File: src/rtl/uart_word_tx.sv
// Word FIFO feeding a UART serialiser, MSB byte first; UART_TX_PARITY_EN adds an even-parity bit per frame.
// Latency: a word pushed into an empty idle block puts the start bit on datao one edge later.
// Backpressure: wready = !full; a word offered while full is not taken and must be held by the source.
module uart_word_tx #(
    parameter int DEPTH        = 16,
    parameter int CLKS_PER_BIT = 1
) (
    input  logic                     clk,
    input  logic                     rst,
    input  logic [31:0]              wdata,
    input  logic                     wvalid,
    output logic                     wready,
    output logic                     datao,
    output logic                     busy,
    output logic [$clog2(DEPTH):0]   level,
    output logic                     word_done
);

    localparam int AW = $clog2(DEPTH);
    localparam int TW = (CLKS_PER_BIT > 1) ? $clog2(CLKS_PER_BIT) : 1;
    localparam logic [TW-1:0] TMAX     = TW'(CLKS_PER_BIT - 1);
    localparam logic [AW:0]   FULL_LVL = (AW+1)'(DEPTH);

    typedef enum logic [2:0] {
        IDLE,
        START,
        DATA,
        PARITY,
        STOP
    } state_t;

    logic [31:0]   mem [DEPTH];
    logic [AW:0]   wptr;
    logic [AW:0]   rptr;
    logic          empty;
    logic          full;
    logic          push;
    logic          pop;

    state_t        state;
    logic [TW-1:0] timer;
    logic [2:0]    bitidx;
    logic [1:0]    byteidx;
    logic [31:0]   shreg;
    logic [7:0]    cur_byte;
    logic          tdone;
    logic          last_stop;

    // Extra pointer bit distinguishes full from empty when the indices match.
    assign level    = wptr - rptr;
    assign empty    = (wptr == rptr);
    assign full     = (level == FULL_LVL);
    assign wready   = !full;
    assign push     = wvalid && !full;

    assign tdone     = (timer == TMAX);
    assign cur_byte  = shreg[31:24];
    assign last_stop = (state == STOP) && tdone && (byteidx == 2'd3);
    assign pop       = !empty && ((state == IDLE) || last_stop);

    assign word_done = last_stop;
    assign busy      = (state != IDLE) || !empty;

    always_ff @(posedge clk) begin
        if (push) begin
            mem[wptr[AW-1:0]] <= wdata;
        end
    end

    always_ff @(posedge clk or posedge rst) begin
        if (rst) begin
            wptr <= '0;
            rptr <= '0;
        end else begin
            if (push) begin
                wptr <= wptr + 1'b1;
            end
            if (pop) begin
                rptr <= rptr + 1'b1;
            end
        end
    end

    always_ff @(posedge clk or posedge rst) begin
        if (rst) begin
            state   <= IDLE;
            timer   <= '0;
            bitidx  <= 3'd7;
            byteidx <= 2'd0;
            shreg   <= '0;
            datao   <= 1'b1;
        end else begin
            if (state == IDLE || tdone) begin
                timer <= '0;
            end else begin
                timer <= timer + 1'b1;
            end

            case (state)
                IDLE: begin
                    datao <= 1'b1;
                    if (!empty) begin
                        shreg   <= mem[rptr[AW-1:0]];
                        byteidx <= 2'd0;
                        datao   <= 1'b0;
                        state   <= START;
                    end
                end

                START: begin
                    if (tdone) begin
                        bitidx <= 3'd7;
                        datao  <= cur_byte[7];
                        state  <= DATA;
                    end
                end

                DATA: begin
                    if (tdone) begin
                        if (bitidx == 3'd0) begin
`ifdef UART_TX_PARITY_EN
                            datao <= ^cur_byte;
                            state <= PARITY;
`else
                            datao <= 1'b1;
                            state <= STOP;
`endif
                        end else begin
                            bitidx <= bitidx - 3'd1;
                            datao  <= cur_byte[bitidx - 3'd1];
                        end
                    end
                end

                PARITY: begin
                    if (tdone) begin
                        datao <= 1'b1;
                        state <= STOP;
                    end
                end

                STOP: begin
                    if (tdone) begin
                        if (byteidx != 2'd3) begin
                            // Next byte of the same word starts with no idle gap.
                            byteidx <= byteidx + 2'd1;
                            shreg   <= {shreg[23:0], 8'h00};
                            datao   <= 1'b0;
                            state   <= START;
                        end else if (!empty) begin
                            shreg   <= mem[rptr[AW-1:0]];
                            byteidx <= 2'd0;
                            datao   <= 1'b0;
                            state   <= START;
                        end else begin
                            datao <= 1'b1;
                            state <= IDLE;
                        end
                    end
                end

                default: begin
                    datao <= 1'b1;
                    state <= IDLE;
                end
            endcase
        end
    end

endmodule

File: config.mk
export PLATFORM = sky130hd
export DESIGN_NAME = uart_word_tx
export DESIGN_NICKNAME = d
export VERILOG_FILES = /design/src/rtl/uart_word_tx.sv
export SDC_FILE = /design/constraint.sdc
export NUM_CORES = 1
export LEC_CHECK = 0
export CORE_UTILIZATION = 40
export CTS_CLUSTER_SIZE = 20
export DETAILED_ROUTE_END_ITERATION = 12
export PLACE_DENSITY_LB_ADDON = 0.1
export SYNTH_ARGS = -nofsm -noshare
export SYNTH_HDL_FRONTEND = slang
export SYNTH_SLANG_ARGS = --single-unit
File: constraint.sdc
create_clock -name clk -period 4.94 [get_ports clk]
set_input_delay 0.988 -clock clk [delete_from_list [all_inputs] [get_ports clk]]
set_output_delay 0.988 -clock clk [all_outputs]
set_load 0.05 [all_outputs]
==> results by group, run 1 <==
Global route
  • Busiest grt layer: met2
  • Largest net degree at the start of global routing: roughly 140
  • Via count of the first global-routing pass: 11196
  • Met1 GRT Util: roughly a quarter
  • Global routing usage summed across all routing layers: 18.3%
  • Number of antenna violations at the first check in global routing: 1
  • Global Route met3 Usage: 2.79%
  • Total overflow reported by the global router: 0
  • First-pass GRT wire length: 74900 um
  • Met2 track utilization from global routing: 28.6%

Synthesis
  • Yosys reg bits: 564
  • Netlist area before placement: roughly 22000 um2
  • Cell types with the highest counts after synthesis: 512 x sky130_fd_sc_hd__edfxtp_1, 137 x sky130_fd_sc_hd__mux4_2, 50 x sky130_fd_sc_hd__a21oi_1
  • Number of warning messages in the yosys log: 0
  • Synth area leader: sky130_fd_sc_hd__edfxtp_1
  • Share of synthesized flip-flops with an asynchronous set or reset: 9.22%
  • Mean post-synth cell area: about 20 um2
  • Synthesized net count: 1123
  • Post-synthesis cell count: 1075
  • Synth Flop Type: sky130_fd_sc_hd__edfxtp_1
  • Top post-synthesis cells by area: sky130_fd_sc_hd__edfxtp_1 70%, sky130_fd_sc_hd__mux4_2 14%, sky130_fd_sc_hd__dfrtp_1 5.5%
  • Post-synth top area share: 69.8%
  • Dominant cell by count in the synthesized netlist: sky130_fd_sc_hd__edfxtp_1
  • Distinct cell type count of the synthesized netlist: 54
  • Proportion of synthesized chip area in sequential cells: 75.7%
  • Count of flip-flops with a built-in enable after synthesis: 512

Final layout
  • Final design area excluding fillers: 25400 um2
  • Post-Route Utilization: between 40% and 50%
  • Total Nets Final: 1204
  • Area delta synth->final: 15.5%
  • Layout cell share with drive strength beyond 1: 24.5%
  • Diodes inserted: 0

Hold path
  • Class of the tightest hold or removal check: reg -> reg

Floorplanning
  • Core footprint: 54100 um2
  • Initial Utilization: 40.7%
  • Die Area: ~56000 um2
  • Cell row count: 85
  • Total I/O pin count: 44
  • Overall die height: 237 um
  • Width of the chip: 237 um

Timing
  • Final Hold Fails: 0
  • Slew Viols, Final: 0
  • Unrepaired setup endpoints after global routing: no
  • Final clock skew: 0.0128 ns
  • Achievable Freq: around 240 MHz
  • Final-report setup violation count: 0
  • Worst Tran Pin Value: 1.03 ns
  • Portion of the clock cycle consumed by the worst path in the final layout: 83.0%
  • Accumulated negative setup slack: 0 ns
  • Period minus WS final: 4.10 ns
  • Slew margin rel.: 31.2%

Clocking
  • CTS buffer count: 58
  • Buffers from clock root to sink, at most: 3
  • Post-CTS setup buffers: 0
  • CTS resizes: 0
  • Htree depth: 2
  • Clock slew at reported path FFs: approximately 0.060 ns
  • Clk Tree Root Cell: sky130_fd_sc_hd__clkbuf_16
  • Clock tree from TritonCTS: yes
  • Hold Buf Count CTS: 0
  • Later-pin clock latency in the skew report: 0.61 ns
  • Sinks on Clock Net: 564

Pwr
  • Leakage dissipation: 8.19 nW
  • Final total power: 0.0156 W
  • Peak ir drop on the vdd network: ~0.00063 V
  • Pwr dens: between 600 and 700 nW/um2
  • Switching power: 0.00502 W
  • Cell internal pwr: 0.0105 W
  • Switching share of power: roughly 32%
  • Combinational share of power: ~31%
  • Sequential group share of total power: 40.1%
  • Part of the total power dissipated in the clock network: 28.8%

Setup path
  • Crit path launch type: flip-flop
  • Required @ worst endpoint: 3.95 ns
  • CP cell instances: inv_1 -> ha_1 -> a21oi_1 -> a21boi_0 -> nor2_1 -> clkdlybuf4s50_1
  • Signal arrival time at the worst endpoint: around 3.1 ns
  • Max stage delay cell, worst path: sky130_fd_sc_hd__clkdlybuf4s50_1
  • Category of the most critical setup path: reg -> out
  • Maximum net fanout on the critical path: 14
  • Kind of end point of the critical path: output port
  • Slowest cell delay on critical path: 0.80 ns

Detailed routing
  • Post-detailed-route wirelength per cell: 26.2 um
  • Post-Route WL: 49900 um
  • Via count: 10598
  • DRT antenna net count: 0
  • Residual DRC count: 0
  • Violation count after the first detailed-route iteration: between 800 and 900
  • Vias per cell: 5.57
  • Total iterations of the first detailed-routing run: 5

Outcome
  • Result of the run: completed

Run
  • Max-cap check violation count: 0

Placement
  • Placer congestion estimate: 0.737
  • Post-detailed-placement half-perimeter wirelength: 28800 um
  • Number of port buffers: 43
  • Standard cell area after detailed placement: around 23000 um2
## worst paths after layout
kind                       cells after the start        from         end  slack (ns)
max in group asynchronous                      3         rst   shreg[20]        3.40
hold / removal                                 1  byteidx[1]  byteidx[1]        0.50
hold reg to reg                                1  byteidx[1]  byteidx[1]        0.50
setup / recovery                               6     rptr[2]    level[3]        0.84
min in group asynchronous                      2         rst     rptr[0]        0.71
setup reg to reg                               8     rptr[2]  mem[6][26]        1.25
## state kept, by name, indices dropped and copies added (netlist names)
register and count:
state 3, rptr 5, datao 1, shreg 32, wptr 5, bitidx 3, byteidx 2, timer 1
mem 512
## worst max-delay path, delay by kind of cell (launching register included)
family          cells  cell delay [ns]
fa+ha+maj           1             0.38
buf+inv             2             0.94
compound gates      2             0.36
flops               1             0.69
simple gates        1             0.13
## cell type report
| class | instances | area, um2 |
|---|---|---|
| flip-flops and latches | 564 | 16700 |
| multi-input cells | 442 | 5130 |
| repair buffers | 78 | 741 |
| well taps | 696 | 871 |
| inverters | 12 | 45.0 |
| clock inverters | 35 | 365 |
| fillers | 4478 | 28700 |
| clock buffers | 75 | 1600 |
## stage by stage
step | hold WS (ns) | worst slack, ns | cells
3_3_place_gp | 0.480 | 1.30 | 1792
3_5_place_dp | 0.495 | 1.24 | 1792
6_report | 0.503 | 0.839 | 1902
4_1_cts | 0.508 | 0.794 | 1902
5_1_grt | 0.534 | 0.624 | 1902
2_1_floorplan | 0.465 | 0.108 | 1075
## cells in the final DEF (no fill, tap or decap), types with 4 or more instances in the layout
cell / count
sky130_fd_sc_hd__edfxtp_1: 512
sky130_fd_sc_hd__mux4_2: 137
sky130_fd_sc_hd__clkbuf_16: 59
sky130_fd_sc_hd__a21oi_1: 50
sky130_fd_sc_hd__dfrtp_1: 46
sky130_fd_sc_hd__nand2_1: 42
sky130_fd_sc_hd__clkdlybuf4s50_1: 42
sky130_fd_sc_hd__buf_4: 32
sky130_fd_sc_hd__o22ai_1: 23
sky130_fd_sc_hd__nor2_1: 21
sky130_fd_sc_hd__o21ai_0: 16
sky130_fd_sc_hd__a221oi_1: 14
sky130_fd_sc_hd__mux2i_1: 13
sky130_fd_sc_hd__nor2_4: 12
sky130_fd_sc_hd__ha_1: 12
sky130_fd_sc_hd__clkinv_1: 12
sky130_fd_sc_hd__nand3_1: 11
sky130_fd_sc_hd__nor3_1: 11
sky130_fd_sc_hd__clkinv_2: 10
sky130_fd_sc_hd__clkbuf_1: 10
sky130_fd_sc_hd__inv_1: 9
sky130_fd_sc_hd__a22oi_1: 8
sky130_fd_sc_hd__xnor2_1: 7
sky130_fd_sc_hd__a22o_1: 7
sky130_fd_sc_hd__bufinv_16: 7
sky130_fd_sc_hd__nand2b_1: 6
sky130_fd_sc_hd__clkbuf_8: 6
sky130_fd_sc_hd__nand4_1: 4
sky130_fd_sc_hd__nor3_4: 4
sky130_fd_sc_hd__dfstp_2: 4
sky130_fd_sc_hd__buf_12: 4
## cells by family after synthesis
logic type	after synthesis	synth area share, %
other	1	0.0170
muxes	151	14.7
xor gates and xnor gates	10	0.398
and+or+nand+nor	130	2.83
DFF	564	75.7
AOI/OAI and AO/OA	137	3.98
buffers and inverters	69	1.61
adders and majority gates	13	0.773
## routing by layer
metal	vias to the layer above	share of wire [%]	wire length, um
li1	4611	-	-
met1	5674	46	23100
met2	234	47	23600
met3	77	4.2	2070
met4	2	2.1	1050
met5	-	0.026	13
## power by group through the flow
stage	logic [W]	registers [W]	clock network, W
floorplan	0.00349	0.00618	0
global placement	0.00494	0.00632	0
detailed placement	0.00496	0.00633	0
CTS	0.00497	0.00624	0.00458
global route	0.00525	0.00630	0.00476
finish	0.00485	0.00624	0.00448
(Power assumes the default switching activity.)
==> run 2, diff against run 1 <==
clock period = 3.7 ns   (was 4.94 ns; I/O delays follow)
==> run 2 against run 1 <==
  * Clock power up 23%
  * Combinational power increased by 44%
  * Die area did not move
==> results by group, run 2 (synthesized netlist as in run 1, its figures left out) <==
Outcome
  • Result of the run: completed

Setup path
  • Category of the most critical setup path: reg -> out
  • Maximum net fanout on the critical path: 5
  • Kind of end point of the critical path: output port
  • Required @ worst endpoint: slightly below 3 ns
  • Signal arrival time at the worst endpoint: 2.69 ns
  • Crit path launch type: flip-flop

Pwr
  • Sequential group share of total power: 39.8%
  • Cell internal pwr: ~0.014 W
  • Combinational share of power: 33.7%
  • Pwr dens: 813 nW/um2
  • Peak ir drop on the vdd network: 0.000758 V
  • Leakage dissipation: 8.23 nW
  • Switching share of power: 32.7%
  • Part of the total power dissipated in the clock network: 26.6%
  • Switching power: ~0.0068 W

Floorplanning
  • Width of the chip: 237 um
  • Core footprint: 54100 um2
  • Overall die height: 237 um
  • Cell row count: 85
  • Initial Utilization: 40.7%
  • Die Area: roughly 56000 um2
  • Total I/O pin count: 44

Clocking
  • Clock tree from TritonCTS: yes
  • Clk Tree Root Cell: sky130_fd_sc_hd__clkbuf_16
  • CTS buffer count: 59
  • Buffers from clock root to sink, at most: 3
  • Hold Buf Count CTS: 0
  • Clock slew at reported path FFs: approximately 0.06 ns
  • Later-pin clock latency in the skew report: 0.61 ns
  • Sinks on Clock Net: 564
  • Htree depth: 2

Timing
  • Slew margin rel.: 36.3%
  • Min setup slack post-route: 0.270 ns
  • Slew Viols, Final: 0
  • Accumulated negative setup slack: 0 ns
  • Unrepaired setup endpoints after global routing: no
  • Final clock skew: 0.0201 ns
  • Final Hold Fails: 0
  • Achievable Freq: slightly below 300 MHz
  • Worst Tran Pin Value: approximately 0.96 ns
  • Period minus WS final: 3.43 ns
  • Final-report setup violation count: 0
  • Portion of the clock cycle consumed by the worst path in the final layout: 92.7%

Final layout
  • Number of flip-flops in the largest register: 512
  • Total Nets Final: 1219
  • Most frequent cells in the layout: 512 x sky130_fd_sc_hd__edfxtp_1, 137 x sky130_fd_sc_hd__mux4_2, 61 x sky130_fd_sc_hd__clkbuf_16, 50 x sky130_fd_sc_hd__a21oi_1, 46 x sky130_fd_sc_hd__dfrtp_1
  • FILL cells: around 4500
  • Layout cell share with drive strength beyond 1: 25.3%
  • Area delta synth->final: 16.1%
  • Most common cell after layout, fill and taps aside: sky130_fd_sc_hd__edfxtp_1

Detailed routing
  • Total iterations of the first detailed-routing run: 5
  • Via count: roughly 11000
  • Vias per cell: 5.62
  • DRT antenna net count: 0
  • Post-detailed-route wirelength per cell: 27.3 um
  • Violation count after the first detailed-route iteration: 874
  • Residual DRC count: 0
  • Post-Route WL: 52200 um

Placement
  • Placer congestion estimate: about 0.77
  • Number of port buffers: 43
  • Post-place setup slack: 0.507 ns
  • Post-detailed-placement half-perimeter wirelength: 29900 um

Global route
  • Total overflow reported by the global router: 0
  • Number of antenna violations at the first check in global routing: 2
  • Global routing usage summed across all routing layers: 19.1%
  • Via count of the first global-routing pass: between 10000 and 15000
  • First-pass GRT wire length: between 70000 and 80000 um
  • Largest net degree at the start of global routing: 95

Hold path
  • Class of the tightest hold or removal check: in -> async

Run
  • Max-cap check violation count: 0
-- run 2: cell count changes in the layout (fill, tap and decap cells not counted), sizes merged --
cell	change
inv	-3
clkdlybuf4s50	-5
clkinv	-9
diode	+2
buf	+19
clkbuf	+18
bufinv	-6
clkinvlp	-3
-- run 2: through the flow --
step           hold WS (ns)  total power (W)  utilization [%]  area, um2  cells
2_1_floorplan         0.465           0.0131                -      22200   1075
3_3_place_gp          0.478           0.0155             43.9      23800   1804
3_5_place_dp          0.486           0.0156             43.9      23800   1804
4_1_cts               0.446           0.0211             47.2      25600   1911
5_1_grt               0.508           0.0218             47.2      25600   1913
6_report              0.463           0.0208             47.3      25600   1915
-- run 2: timing repair --
item,4_1_cts,5_1_grt
setup buffers,0,2
pin swaps,0,1
resized for setup,1,0
endpoints found under the setup margin,1,1
-- run 2: final timing paths --
kind	cells after the start	slack, ns	start	to
max	9	0.27	wptr[0]	wready
min in group clk	1	0.49	byteidx[1]	byteidx[1]
max reg2reg	8	0.74	wptr[3]	mem[2][28]
min	2	0.46	rst	shreg[31]
max in group asynchronous	3	2.39	rst	shreg[20]
min reg2reg	1	0.49	byteidx[1]	byteidx[1]
-- run 2: area by class of cell --
| type | instances | area [um2] | area share, % |
|---|---|---|---|
| multi-input cells | 442 | 5210 | 20.4 |
| clock inverters | 14 | 91.3 | 0.357 |
| diodes | 2 | 5.00 | 0.0196 |
| inverters | 12 | 45.0 | 0.176 |
| repair buffers | 92 | 971 | 3.80 |
| flip-flops and latches | 564 | 16700 | 65.2 |
| well taps | 696 | 871 | 3.40 |
| clock buffers | 93 | 1700 | 6.63 |
-- run 2: worst max-delay path, stage by stage, from the launching register on --
cell	delay [ns]
sky130_fd_sc_hd__dfrtp_1	0.43
sky130_fd_sc_hd__inv_1	0.14
sky130_fd_sc_hd__ha_1	0.18
sky130_fd_sc_hd__inv_1	0.06
sky130_fd_sc_hd__fa_2	0.38
sky130_fd_sc_hd__xor2_4	0.18
sky130_fd_sc_hd__nor3_2	0.21
sky130_fd_sc_hd__o2111ai_4	0.17
sky130_fd_sc_hd__buf_4	0.20
sky130_fd_sc_hd__buf_12	0.15
-- run 2: routing by layer --
metal	GRT usage, %	share of wire (%)
met3	2.76	4.1
met1	28.0	46
met2	30.3	48
met4	4.68	1.9
met5	0	0
-- run 2: power groups by stage --
| stage | sequential, W | combinational (W) | clock (W) |
|---|---|---|---|
| global route | 0.00835 | 0.00755 | 0.00590 |
| global placement | 0.00838 | 0.00714 | 0 |
| detailed placement | 0.00840 | 0.00715 | 0 |
| finish | 0.00828 | 0.00700 | 0.00552 |
| floorplan | 0.00823 | 0.00487 | 0 |
| CTS | 0.00828 | 0.00718 | 0.00567 |
==> run 3, diff against run 2 <==
SLEW_MARGIN = 20   (was unset)
==> results of run 3 <==
The final DEF is identical to that of run 2; final timing and power are the same.
